File: config.mk
export PLATFORM = sky130hd
export DESIGN_NAME = muldiv_sequencer
export DESIGN_NICKNAME = d
export VERILOG_FILES = /design/src/rtl/muldiv_pkg.sv /design/src/rtl/muldiv_step.sv /design/src/rtl/muldiv_sequencer.sv
export SDC_FILE = /design/constraint.sdc
export NUM_CORES = 1
export LEC_CHECK = 0
export CORE_UTILIZATION = 50
export CTS_BUF_LIST = sky130_fd_sc_hd__clkbuf_8 sky130_fd_sc_hd__clkbuf_16
export DETAILED_ROUTE_END_ITERATION = 16
export GPL_ROUTABILITY_DRIVEN = 0
export PLACE_DENSITY_LB_ADDON = 0.15
export SLEW_MARGIN = 10
export SYNTH_ARGS = -nofsm -noshare
export SYNTH_HDL_FRONTEND = slang
export SYNTH_SLANG_ARGS = --single-unit
File: constraint.sdc
create_clock -name clk -period 8.6 [get_ports clk]
set_clock_uncertainty 0.15 [all_clocks]
set_input_delay 1.72 -clock clk [delete_from_list [all_inputs] [get_ports clk]]
set_output_delay 1.72 -clock clk [all_outputs]
set_load 0.05 [all_outputs]
File: src/rtl/muldiv_pkg.sv
// Shared types for the HI/LO multiply/divide sequencer.
//   muldiv_op_t : request opcode as driven by the core's decode
//   state_t     : sequencer FSM states
package muldiv_pkg;

  localparam int unsigned MD_WIDTH = 32;
  localparam int unsigned CNT_W    = $clog2(MD_WIDTH);

  typedef enum logic [2:0] {
    OP_MULT  = 3'b000,
    OP_MULTU = 3'b001,
    OP_DIV   = 3'b010,
    OP_DIVU  = 3'b011,
    OP_MFHI  = 3'b100,
    OP_MFLO  = 3'b101,
    OP_MTHI  = 3'b110,
    OP_MTLO  = 3'b111
  } muldiv_op_t;

  typedef enum logic [1:0] {
    IDLE = 2'd0,
    MUL  = 2'd1,
    DIV  = 2'd2,
    FIX  = 2'd3
  } state_t;

endpackage

File: src/rtl/muldiv_step.sv
// One radix-2 iteration of the unsigned multiply or restoring divide.
//   mode       : 0 = shift-add multiply, 1 = shift-trial-subtract divide
//   acc        : multiply {partial, multiplier}; divide {remainder, quotient}
//   operand    : multiplicand (mul) or divisor (div)
//   acc_next_c : accumulator after this step (combinational)
module muldiv_step
  import muldiv_pkg::*;
#(
  parameter int unsigned WIDTH = MD_WIDTH
) (
  input  logic                 mode,
  input  logic [2*WIDTH-1:0]   acc,
  input  logic [WIDTH-1:0]     operand,
  output logic [2*WIDTH-1:0]   acc_next_c
);

  logic [WIDTH:0] sum;
  logic [WIDTH:0] rem_sh;
  logic [WIDTH:0] trial;

  always_comb begin
    sum        = {1'b0, acc[2*WIDTH-1:WIDTH]} + {1'b0, operand};
    rem_sh     = acc[2*WIDTH-1:WIDTH-1];
    trial      = rem_sh - {1'b0, operand};
    acc_next_c = acc;
    if (!mode) begin
      // Multiplier LSB selects the add; carry shifts into the top of the partial.
      if (acc[0]) acc_next_c = {sum, acc[WIDTH-1:1]};
      else        acc_next_c = {1'b0, acc[2*WIDTH-1:1]};
    end else begin
      // Sign bit of the trial difference decides keep (1) or restore (0).
      if (!trial[WIDTH]) acc_next_c = {trial[WIDTH-1:0], acc[WIDTH-2:0], 1'b1};
      else               acc_next_c = {rem_sh[WIDTH-1:0], acc[WIDTH-2:0], 1'b0};
    end
  end

endmodule

File: src/rtl/muldiv_sequencer.sv
// Iterative MULT/MULTU/DIV/DIVU unit with architectural HI/LO and MF*/MT* access.
//   clk, reset      : clock, synchronous active-low reset
//   req_valid/ready : request handshake; ready is high only while idle
//   req_op          : muldiv_op_t opcode
//   src_a, src_b    : rs / rt operands
//   abort           : cancels an in-flight op, blocks accept when idle
//   hi, lo          : architectural registers
//   done            : pulse when MULT*/DIV* has written hi/lo
//   div_by_zero     : with done, divisor was zero
//   rd_valid/rd_data: MFHI/MFLO result pulse and data
module muldiv_sequencer
  import muldiv_pkg::*;
#(
  parameter int unsigned WIDTH = MD_WIDTH
) (
  input  logic             clk,
  input  logic             reset,
  input  logic             req_valid,
  output logic             req_ready,
  input  logic [2:0]       req_op,
  input  logic [WIDTH-1:0] src_a,
  input  logic [WIDTH-1:0] src_b,
  input  logic             abort,
  output logic [WIDTH-1:0] hi,
  output logic [WIDTH-1:0] lo,
  output logic             done,
  output logic             div_by_zero,
  output logic             rd_valid,
  output logic [WIDTH-1:0] rd_data
);

  localparam int unsigned CW = $clog2(WIDTH);
  localparam int unsigned AW = 2 * WIDTH;

  state_t           state, state_d;
  logic [CW-1:0]    cnt;
  logic [AW-1:0]    acc;
  logic [AW-1:0]    acc_step_c;
  logic [AW-1:0]    fixed_c;
  logic [WIDTH-1:0] opnd;
  logic [WIDTH-1:0] a_raw;
  logic             is_div;
  logic             neg_q;
  logic             neg_r;
  logic             dbz;
  logic             fix_ph;

  muldiv_op_t       op_c;
  logic             accept_c;
  logic             start_mul_c;
  logic             start_div_c;
  logic             signed_c;
  logic [WIDTH-1:0] abs_a_c;
  logic [WIDTH-1:0] abs_b_c;

  muldiv_step #(.WIDTH(WIDTH)) u_step (
    .mode       (is_div),
    .acc        (acc),
    .operand    (opnd),
    .acc_next_c (acc_step_c)
  );

  // Request decode and next-state logic.
  always_comb begin
    state_d     = state;
    op_c        = muldiv_op_t'(req_op);
    accept_c    = req_valid & req_ready & ~abort;
    start_mul_c = accept_c & ((op_c == OP_MULT) | (op_c == OP_MULTU));
    start_div_c = accept_c & ((op_c == OP_DIV)  | (op_c == OP_DIVU));
    unique case (state)
      IDLE: begin
        if (start_mul_c)      state_d = MUL;
        else if (start_div_c) state_d = DIV;
      end
      MUL, DIV: begin
        if (abort)            state_d = IDLE;
        else if (cnt == '0)   state_d = FIX;
      end
      FIX: begin
        if (abort || fix_ph)  state_d = IDLE;
      end
      default: state_d = IDLE;
    endcase
  end

  // Operand magnitudes for the signed ops; the core runs unsigned.
  always_comb begin
    signed_c = (op_c == OP_MULT) | (op_c == OP_DIV);
    abs_a_c  = (signed_c && src_a[WIDTH-1]) ? -src_a : src_a;
    abs_b_c  = (signed_c && src_b[WIDTH-1]) ? -src_b : src_b;
  end

  // Sign correction, registered back into acc during the first FIX cycle.
  always_comb begin
    fixed_c = acc;
    if (!is_div) begin
      if (neg_q) fixed_c = -acc;
    end else if (dbz) begin
      fixed_c = {a_raw, {WIDTH{1'b1}}};
    end else begin
      fixed_c[AW-1:WIDTH]  = neg_r ? -acc[AW-1:WIDTH]  : acc[AW-1:WIDTH];
      fixed_c[WIDTH-1:0]   = neg_q ? -acc[WIDTH-1:0]   : acc[WIDTH-1:0];
    end
  end

  // State register and datapath.
  always_ff @(posedge clk) begin
    if (!reset) begin
      state       <= IDLE;
      req_ready   <= 1'b1;
      cnt         <= '0;
      acc         <= '0;
      opnd        <= '0;
      a_raw       <= '0;
      is_div      <= 1'b0;
      neg_q       <= 1'b0;
      neg_r       <= 1'b0;
      dbz         <= 1'b0;
      fix_ph      <= 1'b0;
      hi          <= '0;
      lo          <= '0;
      rd_data     <= '0;
      done        <= 1'b0;
      rd_valid    <= 1'b0;
      div_by_zero <= 1'b0;
    end else begin
      state       <= state_d;
      req_ready   <= (state_d == IDLE);
      done        <= 1'b0;
      rd_valid    <= 1'b0;
      div_by_zero <= 1'b0;
      unique case (state)
        IDLE: begin
          if (accept_c) begin
            unique case (op_c)
              OP_MULT, OP_MULTU: begin
                acc    <= {WIDTH'(0), abs_b_c};
                opnd   <= abs_a_c;
                is_div <= 1'b0;
                neg_q  <= signed_c & (src_a[WIDTH-1] ^ src_b[WIDTH-1]);
                neg_r  <= 1'b0;
                dbz    <= 1'b0;
                cnt    <= CW'(WIDTH - 1);
                fix_ph <= 1'b0;
              end
              OP_DIV, OP_DIVU: begin
                acc    <= {WIDTH'(0), abs_a_c};
                opnd   <= abs_b_c;
                a_raw  <= src_a;
                is_div <= 1'b1;
                neg_q  <= signed_c & (src_a[WIDTH-1] ^ src_b[WIDTH-1]);
                neg_r  <= signed_c & src_a[WIDTH-1];
                dbz    <= ~|src_b;
                cnt    <= CW'(WIDTH - 1);
                fix_ph <= 1'b0;
              end
              OP_MFHI: begin
                rd_data  <= hi;
                rd_valid <= 1'b1;
              end
              OP_MFLO: begin
                rd_data  <= lo;
                rd_valid <= 1'b1;
              end
              OP_MTHI: hi <= src_a;
              OP_MTLO: lo <= src_a;
              default: ;
            endcase
          end
        end
        MUL, DIV: begin
          if (!abort) begin
            acc <= acc_step_c;
            cnt <= cnt - CW'(1);
          end
        end
        FIX: begin
          if (!abort) begin
            if (!fix_ph) begin
              acc    <= fixed_c;
              fix_ph <= 1'b1;
            end else begin
              hi          <= acc[AW-1:WIDTH];
              lo          <= acc[WIDTH-1:0];
              done        <= 1'b1;
              div_by_zero <= dbz;
            end
          end
        end
        default: ;
      endcase
    end
  end

endmodule

==> impl_metrics.env <==
export IMPL_ys_top_cells_by_area="dfxtp_1 (26%), a21oi_1 (7.9%), nor2_1 (5.6%)"
export IMPL_busiest_layer="met2"
export IMPL_fin_crit_sh=0.561
export IMPL_vdd_ir_drop_max_mv=0.147
export IMPL_rsz0062_at_grt="no"
export IMPL_fmax_ghz=0.207
export IMPL_cts_made_buffers=26
export IMPL_reg2reg_depth=12
export IMPL_die_h_um=194
export IMPL_clock_sinks=240
export IMPL_critPathLaunch="acc[36]"
export IMPL_crit_path_start_kind="register"
export IMPL_register_area_um2=4810
export IMPL_setup_tns_ns=0
export IMPL_antenna_found_initial=5
export IMPL_p_total_mw=3.54
export IMPL_switching_share=0.369
export IMPL_layout_setup_ws_ns=3.78
export IMPL_whs_ns=0.308
export IMPL_cp_max_fo=39
export IMPL_synth_cell_area_um2=18300
export IMPL_slew_headroom=0.298
export IMPL_pwr_share_clk=0.315
export IMPL_p_switching_mw=1.31
export IMPL_die_area_um2=37500
export IMPL_finalHoldViolCount=0
export IMPL_yosys_warnings=0
export IMPL_grt_max_degree=97
export IMPL_die_w_um=194
export IMPL_antenna_cells=0
export IMPL_hold_buffers=0
export IMPL_ant_nets=0
export IMPL_drv_cap=0
export IMPL_met2_usage=0.538
export IMPL_ys_types=81
export IMPL_rr_endpoint="acc[38]"
export IMPL_num_io_pins=171
export IMPL_final_cells=3021
export IMPL_synth_edf_count=0
export IMPL_fin_crit_ns=4.82
export IMPL_cp_arrival_ns=5.06
export IMPL_post_cts_repair_setup_buffers=0
export IMPL_syn_to_final_growth_pct=14.2
export IMPL_netlist_instances=2523
export IMPL_ys_ff_latch=240
export IMPL_drive_above_1_share=0.0504
export IMPL_multi_input_area_um2=12500
export IMPL_wl_per_cell_um=23.8
export IMPL_cts_tree="built"
export IMPL_syn_nets=2667
export IMPL_clkTransAtPathRegs_ns=0.06
export IMPL_yosysSeqAreaShare=0.262
export IMPL_drt_pass1_iterations=9
export IMPL_row_count=69
export IMPL_core_area_um2=35800
export IMPL_grtUsageMet1=0.489
export IMPL_r2r_setup_slack_ns=3.78
export IMPL_setup_viol=0
export IMPL_netlist_top_cells_count="a21oi_1 (290), nor2_1 (275), nand2_1 (274)"
export IMPL_slew_violations=0
export IMPL_dp_hpwl_um=53600
export IMPL_r2r_start="acc[36]"
export IMPL_hp_class="reg -> reg"
export IMPL_syn_area_per_cell_um2=7.27
export IMPL_worstSetupPathType="reg -> reg"
export IMPL_end_kind="register"
export IMPL_crit_required_ns=8.84
export IMPL_grt_overflow_total=0
export IMPL_ctsResizeCount=0
export IMPL_grt_pass1_wl_um=108000
export IMPL_wirelength_um=71900
export IMPL_final_util=0.585
export IMPL_p_int_mw=2.24
export IMPL_final_nets=2686
export IMPL_viasPerCell=6.64
export IMPL_clk_latency_ns=0.56
export IMPL_drtIter0Drc=2585
export IMPL_stdcell_area_um2=20900
export IMPL_place_area_um2=20100
export IMPL_synth_top_area_frac=0.262
export IMPL_placed_cells=2975
export IMPL_vias=20100
export IMPL_max_slew_worst_pin_slew_ns=1.05
export IMPL_seqPwrFrac=0.361
export IMPL_drc=0
export IMPL_endpoint="acc[38]"
export IMPL_p_comb_frac=0.324
export IMPL_cts_buffer_depth=3
export IMPL_p_leak_nw=7.92
export IMPL_htreeDepth=1
export IMPL_post_place_ws_ns=3.32
export IMPL_async_flop_share=0
export IMPL_initial_core_util=0.512
export IMPL_synth_top_area_cell="dfxtp_1"
export IMPL_root_buffer="clkbuf_16"
export IMPL_fillers=3333
export IMPL_grt_pass1_vias=18000
export IMPL_grt_use_total=0.368
export IMPL_synth_most_common_cell="a21oi_1"
export IMPL_power_density_nw_per_um2=169
export IMPL_port_buffers=170
export IMPL_outcome="complete, no violations"
export IMPL_use_met3=0.118
export IMPL_synth_main_ff_cell="dfxtp_1"
[flip-flops by register name (all words and copies together), names as in the netlist, 2 cells and up]
register,cells
hi,32
rd_data,32
opnd,32
cnt,5
acc,64
lo,32
a_raw,32
state,2
[per-layer routing]
| layer | part of all wire | up-vias |
|---|---|---|
| li1 | - | 9181 |
| met1 | 0.40 | 9288 |
| met2 | 0.41 | 1328 |
| met3 | 0.14 | 255 |
| met4 | 0.055 | 10 |
| met5 | 0.0011 | - |
[worst min path at each step]
stage               cells after the start       end     start
global route                            2  a_raw[4]  a_raw[4]
detailed placement                      2  a_raw[7]  a_raw[7]
global placement                        2  a_raw[0]  a_raw[0]
floorplan                               2  a_raw[0]  a_raw[0]
finish                                  2  a_raw[7]  a_raw[7]
CTS                                     2  a_raw[7]  a_raw[7]
[logic make-up (layout without fill, tap and decap cells)]
group | count (synthesis) | count (layout) | synth area share
multiplexers | 105 | 105 | 0.0584
AND/OR/NAND/NOR | 833 | 833 | 0.208
adder cells (fa/ha/maj) | 73 | 73 | 0.0506
flip-flops | 240 | 240 | 0.262
buffers and inverters | 280 | 317 | 0.0581
XOR/XNOR | 148 | 148 | 0.0707
AO/OA/AOI/OAI | 844 | 844 | 0.292
[placed cells by master, fill, tap and decap left out, drive strengths merged, types with 80 or more instances in the layout]
cell	n
nand2	274
mux2i	88
dfxtp	240
a21oi	290
nor2	276
xnor2	84
clkdlybuf4s50	169
o21ai	177
inv	80
a211oi	105
[critical path: stages, from the launching register on]
cell      delay (ns)
dfxtp_1         0.66
ha_1            0.39
a21o_1          0.22
a211o_1         0.27
o22a_1          0.24
a21oi_1         0.46
o211ai_1        0.26
a31oi_1         0.46
xnor2_2         0.16
buf_4           0.54
mux2_2          0.41
a21oi_1         0.24
o221ai_1        0.15
[power by group through the flow]
stage	Sequential, mW	Combinational, mW	Clock [mW]
6_report	1.28	1.15	1.11
2_1_floorplan	1.30	0.771	0
5_1_grt	1.29	1.23	1.15
3_3_place_gp	1.30	1.09	0
3_5_place_dp	1.30	1.11	0
4_1_cts	1.27	1.11	1.11
[cell type report]
class                           instances  area share
Clock inverter                         17     0.00663
Clock buffer                           29      0.0330
Sequential cell                       240       0.230
Multi-Input combinational cell       2003       0.599
Inverter                               71      0.0130
Timing Repair Buffer                  200      0.0917
Tap cell                              461      0.0275
Power figures use the tool's default switching activity.
==> patch, RTL diff (config.mk and constraints unchanged) <==
Make the reset (`reset`) asynchronous in one clocked block. Comments in the files are not updated.
--- a/src/rtl/muldiv_sequencer.sv
+++ b/src/rtl/muldiv_sequencer.sv
@@ -104,7 +104,7 @@
   end
 
   // State register and datapath.
-  always_ff @(posedge clk) begin
+  always_ff @(posedge clk or negedge reset) begin
     if (!reset) begin
       state       <= IDLE;
       req_ready   <= 1'b1;
Behaviour: differs if reset is asserted again (counterexample within 4 cycles, from zero or initial values and one cycle with reset low); with reset held inactive, the same outputs for 4 cycles.
==> patch against the original RTL <==
  * Area after synthesis is 4.1% higher
  * Worst setup slack worse by 0.32 ns
  * Global-route usage is 0.48 points lower
  * Sequential cell count stayed put
  * Final area is 4.6% higher
  * Wire length is 0.27% lower
  * Critical endpoint is now acc[44]
  * Largest cell class unchanged
  * Highest routed layer unchanged
Power is not compared: it rests on default switching activity, and its combinational part moved more than twofold at a synthesized area within 25%.
==> patch: results (changes against the original RTL) <==
\begin{tabular}{lr}
\hline
Metric & Value \\
\hline
\multicolumn{2}{l}{\textbf{Global route}} \\
Global-route usage over all layers & 36.4\% (-0.48 points) \\
Met2 routing resource usage after global routing & 53.3\% (-0.54 points) \\
\multicolumn{2}{l}{\textbf{Place}} \\
Post-placement cell area & 21000 µm² (+4.2\%) \\
\multicolumn{2}{l}{\textbf{Setup path}} \\
Arrival time at the worst endpoint & 5.40 ns (+0.34 ns) \\
Worst reg-to-reg path cell count & 11 (-1) \\
Reg-to-reg critical path endpoint & acc[50] \\
Critical R2R Launch & acc[0] \\
Largest fanout of any net on the critical path & 60 (+54\%) \\
CP endpoint & acc[44] \\
\multicolumn{2}{l}{\textbf{Finish}} \\
Number of signal-net buffers in the layout & 191 (-4.5\%) \\
Non-clk invs & 81 (+14\%) \\
Filler Cells Inserted & 3474 (+4.2\%) \\
Fraction of layout cells with a size suffix above 1 & 6.00\% (+0.96 points) \\
NonClk Buf Share & 8.51\% (-0.67 points) \\
\multicolumn{2}{l}{\textbf{Logic synthesis}} \\
Top cells by area, synth & sky130\_fd\_sc\_hd\_\_dfrtp\_1 31\%, sky130\_fd\_sc\_hd\_\_o21ai\_0 8.1\%, sky130\_fd\_sc\_hd\_\_nand2\_1 6.4\%, sky130\_fd\_sc\_hd\_\_a21oi\_1 5.8\%, sky130\_fd\_sc\_hd\_\_ha\_1 4.7\% \\
Share of the synthesized netlist area taken by xor and xnor gates & 6.47\% (-0.60 points) \\
Portion of netlist area occupied by mux cells & 6.47\% (+0.62 points) \\
Adder and majority cell fraction of the synthesized area & 4.86\% (-0.20 points) \\
Share of the synthesized area in compound gates (AO/OA/AOI/OAI) & 27.0\% (-2.2 points) \\
Proportion of synthesized chip area in sequential cells & 31.5\% (+5.3 points) \\
\multicolumn{2}{l}{\textbf{Drt}} \\
Number of violations reported at the end of detailed-routing iteration 0 & 2818 (+9.0\%) \\
Total met3 wirelength after detailed routing & 7.64 mm (-24\%) \\
DRT met1 WL & 29.2 mm (+1.9\%) \\
Mean number of vias per cell & 6.59 (-0.74\%) \\
\multicolumn{2}{l}{\textbf{Run status}} \\
Status & finished, final reports clean \\
\multicolumn{2}{l}{\textbf{Hold path}} \\
Endpoint of the worst hold-timing path & rd\_data[13] \\
\multicolumn{2}{l}{\textbf{CTS}} \\
TritonCTS Buffers & 27 (+3.8\%) \\
\hline
\end{tabular}
-- patch: cell types whose count changed after synthesis, moves of 16 or more --
cell	delta
sky130_fd_sc_hd__xnor2_1	-16
sky130_fd_sc_hd__a211oi_1	-88
sky130_fd_sc_hd__dfxtp_1	-240
sky130_fd_sc_hd__dfrtp_1	+239
sky130_fd_sc_hd__clkbuf_1	-20
sky130_fd_sc_hd__o221ai_1	+20
sky130_fd_sc_hd__nor3_1	-16
sky130_fd_sc_hd__nand2_1	+49
sky130_fd_sc_hd__nor2_1	-113
sky130_fd_sc_hd__mux2_2	+26
sky130_fd_sc_hd__a21oi_1	-68
sky130_fd_sc_hd__o21ai_0	+136
-- patch: worst max-delay path, stage by stage --
cell	delay [ns]
sky130_fd_sc_hd__clkdlybuf4s50_1	0.59
sky130_fd_sc_hd__nand3b_1	0.33
sky130_fd_sc_hd__or3_2	0.44
sky130_fd_sc_hd__buf_4	0.32
sky130_fd_sc_hd__nand2_1	0.24
sky130_fd_sc_hd__nand2_1	0.13
sky130_fd_sc_hd__nor2_1	0.88
sky130_fd_sc_hd__o21ai_0	0.28
sky130_fd_sc_hd__a221oi_1	0.29
sky130_fd_sc_hd__o311ai_0	0.16
-- patch: stage by stage --
stage | hold WS (ns) | setup WS, ns | std cells | utilization, %
3_3_place_gp | 0.312 | 3.11 | 2962 | 55.8
6_report | 0.328 | 3.46 | 3012 | 58.3
2_1_floorplan | 0.300 | 4.36 | 2434 | -
5_1_grt | 0.352 | 3.37 | 3012 | 58.3
4_1_cts | 0.333 | 3.60 | 3012 | 58.3
3_5_place_dp | 0.319 | 3.03 | 2962 | 55.8
-- patch: where the power goes --
group	total, mW	switching [mW]	internal [mW]	leakage [nW]
Combinational	5.30	3.39	1.92	5.89
Sequential	2.42	0.782	1.64	3.02
Clock	1.22	0.487	0.737	0.492
